===== src/rtl/poly_tone_generator.sv =====
// NUM_CH-channel square-wave tone generator with a registered saturating mixer.
// Define POLY_TONE_NOISE_EN to add a per-channel 15-bit LFSR noise mode (control bit2).
module poly_tone_generator #(
    parameter int NUM_CH       = 4,
    parameter int PERIOD_W     = 16,
    parameter int SAMPLE_W     = 24,
    parameter int RESET_PERIOD = 14205
) (
    input  logic                       clk,
    input  logic                       reset_n,
    input  logic                       wr_en,
    input  logic [$clog2(NUM_CH)+1:0]  wr_addr,
    input  logic [7:0]                 wr_data,
    output logic signed [SAMPLE_W-1:0] sample,
    output logic [NUM_CH-1:0]          ch_phase
);
    localparam int AW    = $clog2(NUM_CH) + 2;
    localparam int SUM_W = SAMPLE_W + $clog2(NUM_CH) + 1;
    localparam int SHIFT = SAMPLE_W - 16;
    localparam logic signed [SUM_W-1:0] MAX_S = SUM_W'((1 << (SAMPLE_W - 1)) - 1);
    localparam logic signed [SUM_W-1:0] MIN_S = ~MAX_S;

    logic [AW-1:0]           wr_ch;
    logic [1:0]              wr_reg;
    logic signed [SUM_W-1:0] contrib [NUM_CH];
    logic signed [SUM_W-1:0] sum;

    assign wr_ch  = wr_addr >> 2;
    assign wr_reg = wr_addr[1:0];

    for (genvar c = 0; c < NUM_CH; c++) begin : g_ch
        localparam logic [PERIOD_W-1:0] P_INIT = (c == 0) ? PERIOD_W'(RESET_PERIOD) : '0;

        logic [PERIOD_W-1:0]     per_q;
        logic [PERIOD_W-1:0]     cnt_q;
        logic [7:0]              vol_q;
        logic                    en_q;
        logic                    ph_q;
        logic                    sel;
        logic                    sync;
        logic                    active;
        logic                    reload;
        logic                    next_ph;
        logic signed [SUM_W-1:0] mag;

        // Channel indices at or beyond NUM_CH never match, so those writes drop out here.
        assign sel    = wr_en && (wr_ch == AW'(c));
        assign sync   = sel && (wr_reg == 2'd3) && wr_data[1];
        assign active = en_q && (per_q != '0);
        assign reload = !sync && active && (cnt_q == PERIOD_W'(1));

        always_ff @(posedge clk or negedge reset_n) begin
            if (!reset_n) begin
                per_q <= P_INIT;
                vol_q <= (c == 0) ? 8'd255 : 8'd0;
                en_q  <= (c == 0);
                cnt_q <= PERIOD_W'(1);
                ph_q  <= 1'b0;
            end else begin
                if (sel) begin
                    case (wr_reg)
                        2'd0:    per_q[7:0]          <= wr_data;
                        2'd1:    per_q[PERIOD_W-1:8] <= wr_data[PERIOD_W-9:0];
                        2'd2:    vol_q               <= wr_data;
                        default: en_q                <= wr_data[0];
                    endcase
                end
                // Divider decisions use the register values from before this edge's write.
                if (sync) begin
                    cnt_q <= per_q;
                    ph_q  <= 1'b0;
                end else if (!active) begin
                    cnt_q <= PERIOD_W'(1);
                end else if (reload) begin
                    cnt_q <= per_q;
                    ph_q  <= next_ph;
                end else begin
                    cnt_q <= cnt_q - PERIOD_W'(1);
                end
            end
        end

`ifdef POLY_TONE_NOISE_EN
        logic        noise_q;
        logic [14:0] lfsr_q;

        always_ff @(posedge clk or negedge reset_n) begin
            if (!reset_n) begin
                noise_q <= 1'b0;
                lfsr_q  <= 15'h0001;
            end else begin
                if (sel && (wr_reg == 2'd3)) noise_q <= wr_data[2];
                if (sync) begin
                    lfsr_q <= 15'h0001;
                end else if (reload && noise_q) begin
                    lfsr_q <= {lfsr_q[13:0], lfsr_q[14] ^ lfsr_q[13]};
                end
            end
        end

        assign next_ph = noise_q ? lfsr_q[0] : ~ph_q;
`else
        assign next_ph = ~ph_q;
`endif

        assign mag        = SUM_W'(vol_q) << SHIFT;
        assign contrib[c] = active ? (ph_q ? mag : -mag) : '0;
        assign ch_phase[c] = ph_q;
    end

    always_comb begin
        sum = '0;
        for (int i = 0; i < NUM_CH; i++) begin
            sum = sum + contrib[i];
        end
    end

    always_ff @(posedge clk or negedge reset_n) begin
        if (!reset_n) begin
            sample <= '0;
        end else if (sum > MAX_S) begin
            sample <= MAX_S[SAMPLE_W-1:0];
        end else if (sum < MIN_S) begin
            sample <= MIN_S[SAMPLE_W-1:0];
        end else begin
            sample <= sum[SAMPLE_W-1:0];
        end
    end
endmodule

===== config.mk =====
export PLATFORM = sky130hd
export DESIGN_NAME = poly_tone_generator
export DESIGN_NICKNAME = d
export VERILOG_FILES = /design/src/rtl/poly_tone_generator.sv
export SDC_FILE = /design/constraint.sdc
export NUM_CORES = 1
export LEC_CHECK = 0
export CAP_MARGIN = 20
export CORE_UTILIZATION = 60
export DETAILED_ROUTE_END_ITERATION = 8
export PLACE_DENSITY = 0.8
export SYNTH_ARGS = -nofsm -noshare
export SYNTH_HDL_FRONTEND = slang
export SYNTH_SLANG_ARGS = --single-unit
export TNS_END_PERCENT = 100

===== constraint.sdc =====
create_clock -name clk -period 5.44 [get_ports clk]
set_input_delay 0.544 -clock clk [delete_from_list [all_inputs] [get_ports clk]]
set_output_delay 0.544 -clock clk [all_outputs]
set_load 0.02 [all_outputs]

## After elaboration in Yosys (flattened, before gate mapping)

Cells that the tools add are included.

- $add $sub $neg: 11
- Order comparisons: 2
- Equal/unequal tests: 10
- Mux-type cells: 34
- Bitwise logic cells: 5
- Reduce and logical (&&, ||, !) cells: 63

Operators with widths:

| operator | number |
|---|---|
| 2-to-1 mux 27 bit | 8 |
| 2-to-1 mux 16 bit | 12 |
| negation 16 -> 27 bit | 4 |
| adder 27 bit | 3 |
| == test 16 x 1 -> 1 bit (second input constant) | 4 |
| nonzero test 16 bit | 4 |
| subtractor 16 x 1 -> 16 bit (second input constant) | 4 |
| 2-to-1 mux 24 bit | 2 |
| AND reduction 2 bit | 20 |
| greater-than comparator 27 x 24 -> 1 bit (second input constant) | 1 |
| less-than comparator 27 x 24 -> 1 bit (second input constant) | 1 |
| logical AND 1 bit | 24 |
| nonzero test 2 bit | 8 |
| 2-to-1 mux 1 bit | 12 |
| == test 2 bit (second input constant) | 4 |
| inverter 1 bit | 5 |
| == test 2 x 1 -> 1 bit (second input constant) | 2 |
| logical NOT 1 bit | 4 |
| logical NOT 4 bit | 1 |
| OR reduction 3 bit | 1 |
| logical NOT 2 bit | 1 |

- Register bits after elaboration: 192
- Input port bits: 15
- Output and inout bits: 28
- Word-level logic and storage cells: 150

## Depth between registers and ports, before layout

Gate-level depths: netlist of the first run.

- Word-level depth: 10
- Mapped depth: 20
- Mapped depth without buffers: 19

## Worst setup path before layout of the first run

No wires, ideal clock.

- Kind: register to register
- Start point: register g_ch[3].vol_q[2]
- End point: register sample[16]
- Arrival time: 4.515 ns
- Setup slack: 0.822 ns
- Cell stages (with the launch flop): 18
- Path buffers: 0
- Period minus slack after synthesis: 4.618 ns
- Cells stage by stage: dfrtp_1 > or4_1 > nor4_1 > ha_1 > mux2i_1 > nor2_1 > fa_1 > inv_1 > fa_1 > inv_1 > ha_1 > a21oi_1 > o21ai_0 > a31oi_1 > nor2_1 > nor4_4 > nand3_2 > a221oi_1

- Word-level cells in the longest chain between the ends: 7
- Elaborated cells on any way between the ends: 8

RTL lines:

| element | RTL line | source |
|---|---|---|
| start: declaration | 36 | `logic [7:0] vol_q;` |
| start signal: assignment | 55 | `vol_q <= (c == 0) ? 8'd255 : 8'd0;` |
| start signal: assignment | 64 | `2'd2: vol_q <= wr_data;` |
| negation 16 -> 27 bit | 107 | `assign contrib[c] = active ? (ph_q ? mag : -mag) : '0;` |
| 2-to-1 mux 27 bit * (2 in series) | 107 |  |
| adder 27 bit * | 114 | `sum = sum + contrib[i];` |
| less-than comparator 27 x 24 -> 1 bit | 123 | `end else if (sum < MIN_S) begin` |
| 2-to-1 mux 24 bit | 123 |  |
| 2-to-1 mux 24 bit * | 121 | `end else if (sum > MAX_S) begin` |
| end signal: assignment | 122 | `sample <= MAX_S[SAMPLE_W-1:0];` |
| end signal: assignment | 124 | `sample <= MIN_S[SAMPLE_W-1:0];` |
| end signal: assignment | 126 | `sample <= sum[SAMPLE_W-1:0];` |
| end: declaration | 14 | `output logic signed [SAMPLE_W-1:0] sample,` |

Mark *: on every way between the ends. The rest lies on a longest branch, timed or not.
A chain may end at the register's enable or synchronous reset.

## Final worst setup path of the first run

- Start point: register g_ch[3].vol_q[2]
- End point: register sample[19]

The elaborated chain is that of the path after synthesis.

==> metrics.md, run 1 <==
| Metric | Value |
|---|---|
| Post-DP HPWL | 17.1 mm |
| Clk_lat worst skew | 430 ps |
| Reg2reg path depth | 17 |
| Clock-pin slew on the worst setup and hold paths | 70 ps |
| Asr flop ratio synth | 1.00 |
| Final min period | 5090 ps |
| Clk_skew | 10.7 ps |
| Hold_buf cts | 0 |
| Synth area leaders | dfrtp_1 (37%), mux2_2 (9.3%), fa_1 (5.8%) |
| Core ar. | 18000 µm² |
| # rows | 49 |
| WP buf/inv | 2 |
| Share of post-route cells with drive strength above 1 | 0.160 |
| CP Launch Point | g_ch[3].vol_q[2]$_DFFE_PN0P_ |
| Reg2reg end | sample[19]$_DFF_PN0_ |
| Count of cell types in the netlist | 71 |
| Hold Path Class | in2async |
| Initial antenna violation count | 0 |
| # nets final | 1195 |
| Root buffer cell | clkbuf_16 |
| Slew Limit Fails | 0 |
| CP Capture Type | flip-flop |
| Crit Reg-Reg Startpoint | g_ch[3].vol_q[2]$_DFFE_PN0P_ |
| # DRC | 0 |
| Gp weighted congestion | 0.912 |
| Diode count | 0 |
| Die Y | 137 µm |
| Number of global-route vias before repair | 7789 |
| RSZ-0062 raised after global routing | false |
| Area grow syn2layout | 10.3% |
| Primary FF master, synth | dfrtp_1 |
| FF-to-FF setup slack | 350 ps |
| Clk buf depth | 2 |
| Antenna-violating nets left | 0 |
| TritonCTS Buffers | 17 |
| Delay-heaviest family, CP | adder cells |
| Avg Cell Area, Syn | 9.98 µm² |
| Chip width | 137 µm |
| # clock sinks | 185 |
| # fillers | 1391 |
| Worst Setup Start Kind | flip-flop |
| WP data required | 5790 ps |
| Synth Register Bits | 185 |
| Vias per inst | 5.91 |
| Max Clock Freq | 196 MHz |
| Final WL | 23.9 mm |
| Post-synth top area cell | dfrtp_1 |
| Ports | 43 |
| Largest net degree at the start of global routing | 90 |
| CTS H-tree lvls | 4 |
| Routed len/inst | 17.6 µm |
| Syn Std Cell Area | 11000 µm² |
| CP max-delay cell | or4_1 |
| Synth Instances | 1099 |
| Critical Path Fanout Max | 9 |
| Crit share post-route | 0.936 |
| Synthesized Nets | 1180 |
| Count leader, synth | dfrtp_1 |
| Top cell type's share of synthesized area | 0.367 |
| All-layer global routing usage | 0.275 |
| Number of max-cap violations | 0 |
| Die area | 18800 µm² |
| Worst slew margin | 0.442 |
| Crit path cell chain | or4_1 > nor4_1 > ha_1 > mux2i_1 > nor2_1 > fa_1 > inv_1 > fa_1 > inv_1 > ha_1 > a21oi_1 > o21ai_0 > a31oi_1 > and3_4 > nor4_4 > a21oi_2 > a21oi_1 |
| Most frequent cells after synthesis | dfrtp_1 (161), nand2_1 (109), nor2_1 (101) |
| Vias | 8010 |
| Grt ovf | 0 |
| Outcome | finished, final reports clean |
| Number of flops mapped to enable cells by yosys | 0 |
| Final-report setup violation count | 0 |
| Drt initial violations | 638 |
| First-pass DRT Iterations | 4 |
| Input/output buffers | 42 |
| Post-route setup TNS | 0 ps |
| Final Hold Violating Endpoints | 0 |
| Worst stage delay on the critical path | 600 ps |
| First-pass GRT wire length | 39.4 mm |
| Critical path arrival | 5440 ps |
| Ys Warns | 0 |
| Critical path class | reg2reg |
| Post-synthesis sequential area ratio | 0.425 |
| Worst Tran Pin Value | 834 ps |
| CTS tree | yes |
| Starting Density | 0.611 |
-- cell families (layout without fill, tap and decap cells) --
kind of cell	Yosys count	count (layout)	synth area share
flip-flops	185	185	0.425
adder cells (fa/ha/maj)	66	66	0.0972
buffers and inverters	128	156	0.0502
AND/OR/NAND/NOR	350	350	0.155
AO/OA/AOI/OAI	186	186	0.104
XOR/XNOR	86	86	0.0687
multiplexers	98	98	0.0998
-- layer usage --
metal / global-route usage / up-vias / routed length (µm)
met5: 0 / - / 0
met4: 0.0745 / 0 / 431
met3: 0.0467 / 35 / 991
met2: 0.457 / 174 / 11600
met1: 0.373 / 4006 / 10800
li1: - / 3795 / -
-- how the worst max path moves through the flow --
stage	cells past startpoint	to	slack, ps
finish	17	sample[19]$_DFF_PN0_	350
global route	18	sample[18]$_DFF_PN0_	8
CTS	18	sample[19]$_DFF_PN0_	320
detailed placement	18	sample[16]$_DFF_PN0_	400
global placement	18	sample[16]$_DFF_PN0_	530
floorplan	17	sample[16]$_DFF_PN0_	820
-- through the flow --
step / hold slack [ps] / worst slack (ps) / util / cells / area [µm²]
finish: 176 / 347 / 0.673 / 1356 / 12100
global route: 221 / 8.48 / 0.673 / 1356 / 12100
CTS: 203 / 317 / 0.673 / 1356 / 12100
detailed placement: 472 / 404 / 0.637 / 1324 / 11400
global placement: 460 / 528 / 0.637 / 1324 / 11400
floorplan: 248 / 822 / - / 1099 / 11000
-- sequential cells by signal (all words and copies together) (netlist names) --
signal      cells
g_ch.vol_q     32
sample         17
g_ch.ph_q       4
g_ch.en_q       4
g_ch.per_q     64
g_ch.cnt_q     64
-- cell usage in the layout, fill, tap and decap left out, types with 5 or more instances in the layout --
| master | netlist | final |
|---|---|---|
| nand2b_1 | 10 | 10 |
| a31oi_1 | 5 | 5 |
| inv_1 | 80 | 80 |
| a21o_1 | 12 | 12 |
| a21oi_1 | 43 | 43 |
| mux2i_1 | 7 | 7 |
| dfstp_2 | 24 | 24 |
| nand3_1 | 8 | 8 |
| a211oi_1 | 9 | 9 |
| nor2_1 | 101 | 101 |
| dfrtp_1 | 161 | 161 |
| o21ai_1 | 6 | 6 |
| o21ai_0 | 79 | 79 |
| clkdlybuf4s50_1 | 0 | 41 |
| nor3_1 | 36 | 35 |
| ha_1 | 34 | 34 |
| nor4_1 | 27 | 26 |
| xor2_1 | 27 | 27 |
| nand2_1 | 109 | 108 |
| mux2_2 | 91 | 91 |
| fa_1 | 32 | 32 |
| clkbuf_16 | 0 | 17 |
| xnor2_1 | 59 | 59 |
| nand4_1 | 8 | 8 |
| or3_1 | 15 | 15 |
-- final cells by class --
type                            instances  area (µm²)  area share
Clock buffer                           18         439      0.0363
Clock inverter                         14         200      0.0166
Inverter                               80         300      0.0248
Multi-Input combinational cell        786        5770       0.477
Sequential cell                       185        4660       0.385
Tap cell                              229         287      0.0237
Timing Repair Buffer                   44         437      0.0361
-- timing repair --
| item | 4_1_cts | 5_1_grt |
|---|---|---|
| setup buffers | 0 | 0 |
| gates resized for setup | 0 | 3 |
| endpoints found under the setup margin | 0 | 15 |
| hold endpoints to repair | 0 | 0 |
Power of run 1 is left out: the tool's default activity adds up to more than one toggle a clock period on the data nets, which glitch-free logic cannot reach.
==> run 2, diff against run 1 <==
--- a/config.mk
+++ b/config.mk
@@ -5,10 +5,10 @@
 export SDC_FILE = /design/constraint.sdc
 export NUM_CORES = 1
 export LEC_CHECK = 0
-export CAP_MARGIN = 20
-export CORE_UTILIZATION = 60
+export ABC_AREA = 1
+export CORE_UTILIZATION = 34
 export DETAILED_ROUTE_END_ITERATION = 8
-export PLACE_DENSITY = 0.8
+export PLACE_DENSITY = 0.5
 export SYNTH_ARGS = -nofsm -noshare
 export SYNTH_HDL_FRONTEND = slang
 export SYNTH_SLANG_ARGS = --single-unit
==> metrics.md, run 2 <==
| Metric | Value |
|---|---|
| All-layer global routing usage | 0.175 |
| Synth Register Bits | 185 |
| Count of cell types in the netlist | 49 |
| # clock sinks | 185 |
| Post-route setup TNS | 0 ps |
| Final min period | 4380 ps |
| Leak | 6.52 nW |
| Clock-pin slew on the worst setup and hold paths | 80 ps |
| Ys Warns | 0 |
| Starting Density | 0.348 |
| Critical path arrival | 4690 ps |
| Hold_ws | 76.0 ps |
| FF-to-FF setup slack | 1060 ps |
| Final Hold Violating Endpoints | 0 |
| Worst slew margin | 0.518 |
| Hold Path Class | in2async |
| Primary FF master, synth | dfrtp_1 |
| Clk_lat worst skew | 440 ps |
| Critical Path Fanout Max | 16 |
| # nets final | 1644 |
| Met1 GRT Util | 0.241 |
| Final WL | 29.4 mm |
| Max Clock Freq | 228 MHz |
| CTS H-tree lvls | 4 |
| WP data required | 5750 ps |
| Antenna-violating nets left | 0 |
| CTS tree | yes |
| Asr flop ratio synth | 1.00 |
| Diode count | 0 |
| Number of max-cap violations | 0 |
| Root buffer cell | clkbuf_16 |
| Top cell type's share of synthesized area | 0.344 |
| Grt ovf | 0 |
| GRT met2 Usage | 0.291 |
| Commonest non-fill, non-tap cell in the layout | nand2_1 |
| Total power | 0.00859 W |
| TritonCTS Buffers | 17 |
| Critical path class | reg2reg |
| Max VDD drop | 0.000403 V |
| Reg2reg end | sample[14]$_DFF_PN0_ |
| Commonest cells after routing, fill and taps aside | nand2_1 (404), inv_1 (211), dfrtp_1 (161), o21ai_0 (150), nor2_1 (148) |
| # fillers | 3591 |
| Post-DP HPWL | 22.0 mm |
| Largest regs | g_ch.cnt_q (64), g_ch.per_q (64), g_ch.vol_q (32) |
| Final-report setup violation count | 0 |
| Clk buf depth | 2 |
| Slew Limit Fails | 0 |
| Worst Tran Pin Value | 721 ps |
| Met3 Use GR | 0.0226 |
| Avg Cell Area, Syn | 7.59 µm² |
| Chip width | 188 µm |
| Busiest grt layer | met2 |
| Crit share post-route | 0.805 |
| Reg2reg path depth | 23 |
| Placed cell areas | 12500 µm² |
| Post-CTS sizing | 0 |
| Post-synth top area cell | dfrtp_1 |
| Share of post-route cells with drive strength above 1 | 0.0761 |
| Hold_buf cts | 0 |
| Crit Reg-Reg Startpoint | g_ch[3].per_q[15]$_DFFE_PN0P_ |
| First-pass GRT wire length | 49.7 mm |
| RSZ-0062 raised after global routing | false |
| Number of global-route vias before repair | 9690 |
| Worst stage delay on the critical path | 580 ps |
| Count leader, synth | nand2_1 |
| Post-CTS setup buffer count | 0 |
| Drt initial violations | 638 |
| Most Frequent Cell on Critical Path | nand2_1 |
| Synthesized Nets | 1625 |
| Post-synthesis sequential area ratio | 0.397 |
| # rows | 67 |
| Syn Std Cell Area | 11700 µm² |
| Final instance area | 13100 µm² |
| Ports | 43 |
| Largest net degree at the start of global routing | 120 |
| Gp weighted congestion | 0.864 |
| Number of flops mapped to enable cells by yosys | 0 |
| # DRC | 0 |
| Pre-CTS WS | 1080 ps |
| Vias | 9548 |
| Synth Instances | 1544 |
| Area grow syn2layout | 11.5% |
| Outcome | finished, final reports clean |
| Slack of the critical path | 1060 ps |
| Power Density | 657 nW/µm² |
| CP max-delay cell | nor3_1 |
| Die Y | 188 µm |
| Core ar. | 33700 µm² |
| Clk_skew | 13.5 ps |
| CP Capture Type | flip-flop |
| Crit path cell chain | nor2_1 > nand2_1 > nor2_1 > nand2_1 > nand2_1 > nor3_1 > inv_1 > fa_1 > inv_1 > fa_1 > ha_1 > nand2_1 > inv_1 > a21oi_1 > nand2_1 > nand2_1 > nand2_1 > nand2_1 > nand2_1 > inv_1 > nand2_2 > nand2_4 > nand2_1 |
| Most frequent cells after synthesis | nand2_1 (404), inv_1 (211), dfrtp_1 (161) |
| Initial antenna violation count | 0 |
| Worst Setup Start Kind | flip-flop |
| Vias per inst | 4.72 |
| First-pass DRT Iterations | 8 |
| Synth area leaders | dfrtp_1 (34%), nand2_1 (13%), inv_1 (6.8%) |
| Input/output buffers | 42 |
| Routed len/inst | 14.5 µm |
| Die area | 35200 µm² |
-- run 2: how the worst max path moves through the flow --
| stage | from | endpoint | slack (ps) | depth (start not counted) |
|---|---|---|---|---|
| floorplan | g_ch[3].per_q[15]$_DFFE_PN0P_ | sample[14]$_DFF_PN0_ | 1500 | 25 |
| global placement | g_ch[3].per_q[15]$_DFFE_PN0P_ | sample[9]$_DFF_PN0_ | 1070 | 23 |
| detailed placement | g_ch[3].per_q[15]$_DFFE_PN0P_ | sample[14]$_DFF_PN0_ | 1080 | 23 |
| CTS | g_ch[3].per_q[15]$_DFFE_PN0P_ | sample[14]$_DFF_PN0_ | 1030 | 23 |
| global route | g_ch[3].per_q[13]$_DFFE_PN0P_ | sample[14]$_DFF_PN0_ | 570 | 23 |
| finish | g_ch[3].per_q[15]$_DFFE_PN0P_ | sample[14]$_DFF_PN0_ | 1060 | 23 |
-- run 2: report_power, final --
group | internal, W | switching, W | leakage, nW
sequential | 0.00186 | 0.000349 | 2.32
combinational | 0.00186 | 0.00329 | 3.91
clock | 0.000646 | 0.000590 | 0.286
total | 0.00436 | 0.00422 | 6.52
-- run 2: metal layers --
metal	wire length [µm]	vias to the layer above
li1	-	4904
met1	14700	4476
met2	13700	150
met3	734	18
met4	278	0
met5	0	-
-- run 2: critical path: cells and delay by family (launching register included) --
kind / cells / cell delay, ps
flip-flops: 1 / 400
adder cells (fa/ha/maj): 3 / 1420
AO/OA/AOI/OAI: 1 / 180
AND/OR/NAND/NOR: 15 / 1850
buffers and inverters: 4 / 370
-- run 2: final cells by class --
type	count	area, µm²	area share
inverters	223	837	0.0640
repair buffers	44	452	0.0346
flip-flops and latches	185	4660	0.357
well taps	448	561	0.0429
clock inverters	14	141	0.0108
clock buffers	18	429	0.0328
multi-input cells	1092	5990	0.458
-- run 2: logic make-up (layout without fill, tap and decap cells) --
logic type,Yosys count,after routing,share of synthesized area
XOR/XNOR,56,56,0.0418
flip-flops,185,185,0.397
AO/OA/AOI/OAI,231,231,0.105
buffers and inverters,267,299,0.0918
adder cells (fa/ha/maj),66,66,0.0909
AND/OR/NAND/NOR,739,739,0.273
-- run 2: per-stage QoR --
| step | cells | util |
|---|---|---|
| after floorplan | 1544 | - |
| after global placement | 1992 | 0.371 |
| after detailed placement | 1992 | 0.371 |
| after CTS | 2024 | 0.388 |
| after global routing | 2024 | 0.388 |
| final | 2024 | 0.388 |
Power figures use the tool's default switching activity.
==> run 3, diff against run 2 <==
==> constraint.sdc (replaced) <==
create_clock -name clk -period 4.1 [get_ports clk]
set_input_delay 0.41 -clock clk [delete_from_list [all_inputs] [get_ports clk]]
set_output_delay 0.41 -clock clk [all_outputs]
set_load 0.02 [all_outputs]
==> metrics.md, run 3 (synthesis gave the netlist of run 2 again) <==
| Metric | Value |
|---|---|
| Outcome | finished, final reports clean |
| Share of post-route cells with drive strength above 1 | 0.192 |
| Worst slew margin | 0.365 |
| Largest regs | g_ch.cnt_q (64), g_ch.per_q (64), g_ch.vol_q (32) |
| Leak | 7.10 nW |
| Critical Path Fanout Max | 8 |
| Root buffer cell | clkbuf_16 |
| WP buf/inv | 3 |
| Starting Density | 0.348 |
| Total power | 0.0138 W |
| Core ar. | 33700 µm² |
| # fillers | 3473 |
| Antenna-violating nets left | 0 |
| Delay-heaviest family, CP | adder cells |
| Final WL | 30.7 mm |
| Logic pwr share | 0.665 |
| Slew Limit Fails | 0 |
| CP Capture Type | flip-flop |
| CTS tree | yes |
| Number of global-route vias before repair | 9889 |
| Clock Power Share | 0.127 |
| Sequential power share | 0.208 |
| Final instance area | 14400 µm² |
| Gp weighted congestion | 0.842 |
| Clk_lat worst skew | 450 ps |
| Area of the multi-input gates | 6520 µm² |
| Crit share post-route | 0.986 |
| CP max-delay cell | fa_1 |
| First-pass GRT wire length | 50.5 mm |
| Clk buf depth | 2 |
| Number of max-cap violations | 0 |
| Reg2reg path depth | 22 |
| # rows | 67 |
| Net Switching | 0.00653 W |
| Hold Path Class | in2async |
| Switching share of total power | 0.475 |
| # DRC | 0 |
| TritonCTS Buffers | 17 |
| Final-report setup violation count | 0 |
| Final Hold Violating Endpoints | 0 |
| Routed len/inst | 14.4 µm |
| Critical path class | reg2reg |
| Cell Count, Final, Fillers Out | 2132 |
| Power Density | 952 nW/µm² |
| Clock-pin slew on the worst setup and hold paths | 70 ps |
| Critical path arrival | 4370 ps |
| First-pass DRT Iterations | 7 |
| Diode count | 0 |
| Hold_buf cts | 0 |
| Worst stage delay on the critical path | 540 ps |
| Slack of the critical path | 57.0 ps |
| Worst Tran Pin Value | 952 ps |
| Vias per inst | 4.71 |
| Chip width | 188 µm |
| Placed cell areas | 13200 µm² |
| Die area | 35200 µm² |
| Area grow syn2layout | 23.2% |
| Grt ovf | 0 |
| Final min period | 4040 ps |
| Placed Cells | 2089 |
| Largest net degree at the start of global routing | 109 |
| Clk_skew | 17.0 ps |
| Pre-CTS WS | -54.1 ps |
| Commonest non-fill, non-tap cell in the layout | nand2_1 |
| Die Y | 188 µm |
| WP data required | 4420 ps |
| Max Clock Freq | 247 MHz |
| Pint | 0.00722 W |
| Input/output buffers | 42 |
| Ports | 43 |
| # clock sinks | 185 |
| Vias | 10100 |
| All-layer global routing usage | 0.180 |
| CP Depth | 22 |
| CTS H-tree lvls | 4 |
| Seq. cell area | 4660 µm² |
| Post-layout util | 0.429 |
| Worst Setup Start Kind | flip-flop |
| Initial antenna violation count | 0 |
| RSZ-0062 raised after global routing | true |
| Commonest cells after routing, fill and taps aside | nand2_1 (372), inv_1 (204), dfrtp_1 (161), o21ai_0 (147), nor2_1 (143) |
| Max VDD drop | 0.000634 V |
| # nets final | 1752 |
| Post-DP HPWL | 22.6 mm |
| Crit path cell chain | nor3_2 > nand2_1 > nor3_2 > ha_1 > nor2_2 > a211oi_2 > fa_1 > inv_2 > fa_1 > inv_2 > ha_4 > nand2_4 > nor2_4 > nand3_2 > nand3_2 > nand3_2 > nand2_2 > nand2_2 > nand2_4 > clkinvlp_4 > nand2_4 > nand2_1 |
| Drt initial violations | 528 |
-- run 3: cell count changes in the layout (fill, tap and decap cells not counted), sizes merged --
cell and delta:
clkinvlp +2, nand2 +2, buf +106, clkinv -4
bufinv +1, clkbuf +1
-- run 3: power groups by stage --
stage                     clock (W)  combinational, W  sequential, W
after floorplan                   0           0.00539        0.00290
after global placement            0           0.00760        0.00287
after detailed placement          0           0.00767        0.00287
after CTS                   0.00179           0.00781        0.00285
after global routing        0.00187            0.0103        0.00294
final                       0.00174           0.00915        0.00286
-- run 3: per-stage QoR --
| step | hold WS, ps | TNS, ps |
|---|---|---|
| 2_1_floorplan | 114 | 0 |
| 3_3_place_gp | 469 | -485 |
| 3_5_place_dp | 477 | -727 |
| 4_1_cts | 114 | 0 |
| 5_1_grt | 156 | -2200 |
| 6_report | 11.4 | 0 |
-- run 3: timing repair --
action                     in CTS  in global routing
setup buffers                   2                  7
gates resized for setup         7                116
cloned                          0                  2
setup endpoints to repair      16                 17
pin swaps                       2                 42
-- run 3: path summary, 6_finish.rpt --
path | end | from | slack [ps]
min in group clk | g_ch[0].per_q[6]$_DFFE_PN1P_ | g_ch[0].per_q[6]$_DFFE_PN1P_ | 490
setup / recovery | sample[19]$_DFF_PN0_ | g_ch[2].vol_q[1]$_DFFE_PN0P_ | 60
max in group asynchronous | g_ch[0].vol_q[3]$_DFFE_PN1P_ | reset_n | 3050
hold / removal | g_ch[2].cnt_q[2]$_DFF_PN0_ | reset_n | 10
setup reg to reg | sample[19]$_DFF_PN0_ | g_ch[2].vol_q[1]$_DFFE_PN0P_ | 60
hold reg to reg | g_ch[0].per_q[6]$_DFFE_PN1P_ | g_ch[0].per_q[6]$_DFFE_PN1P_ | 490
-- run 3: worst register-to-register path, delay by kind of cell, from the launching register on --
| kind | cells | cell delay [ps] |
|---|---|---|
| and+or+nand+nor | 14 | 1560 |
| DFF | 1 | 420 |
| adders and majority gates | 4 | 1620 |
| buffers and inverters | 3 | 270 |
| AOI/OAI and AO/OA | 1 | 50 |
-- run 3: layout make-up --
type,count,area share
multi-input combinational,1094,0.452
sequential,185,0.323
timing repair buffer,150,0.0866
inverter,223,0.0584
tap,448,0.0388
clock buffer,19,0.0314
clock inverter,13,0.0108
-- run 3: routing by layer --
layer | vias up | wire length [µm] | part of all wire | track usage
li1 | 5127 | - | - | -
met1 | 4761 | 15000 | 0.49 | 0.248
met2 | 142 | 14400 | 0.47 | 0.295
met3 | 22 | 904 | 0.029 | 0.0301
met4 | 0 | 362 | 0.012 | 0.0407
met5 | - | 0 | 0 | 0
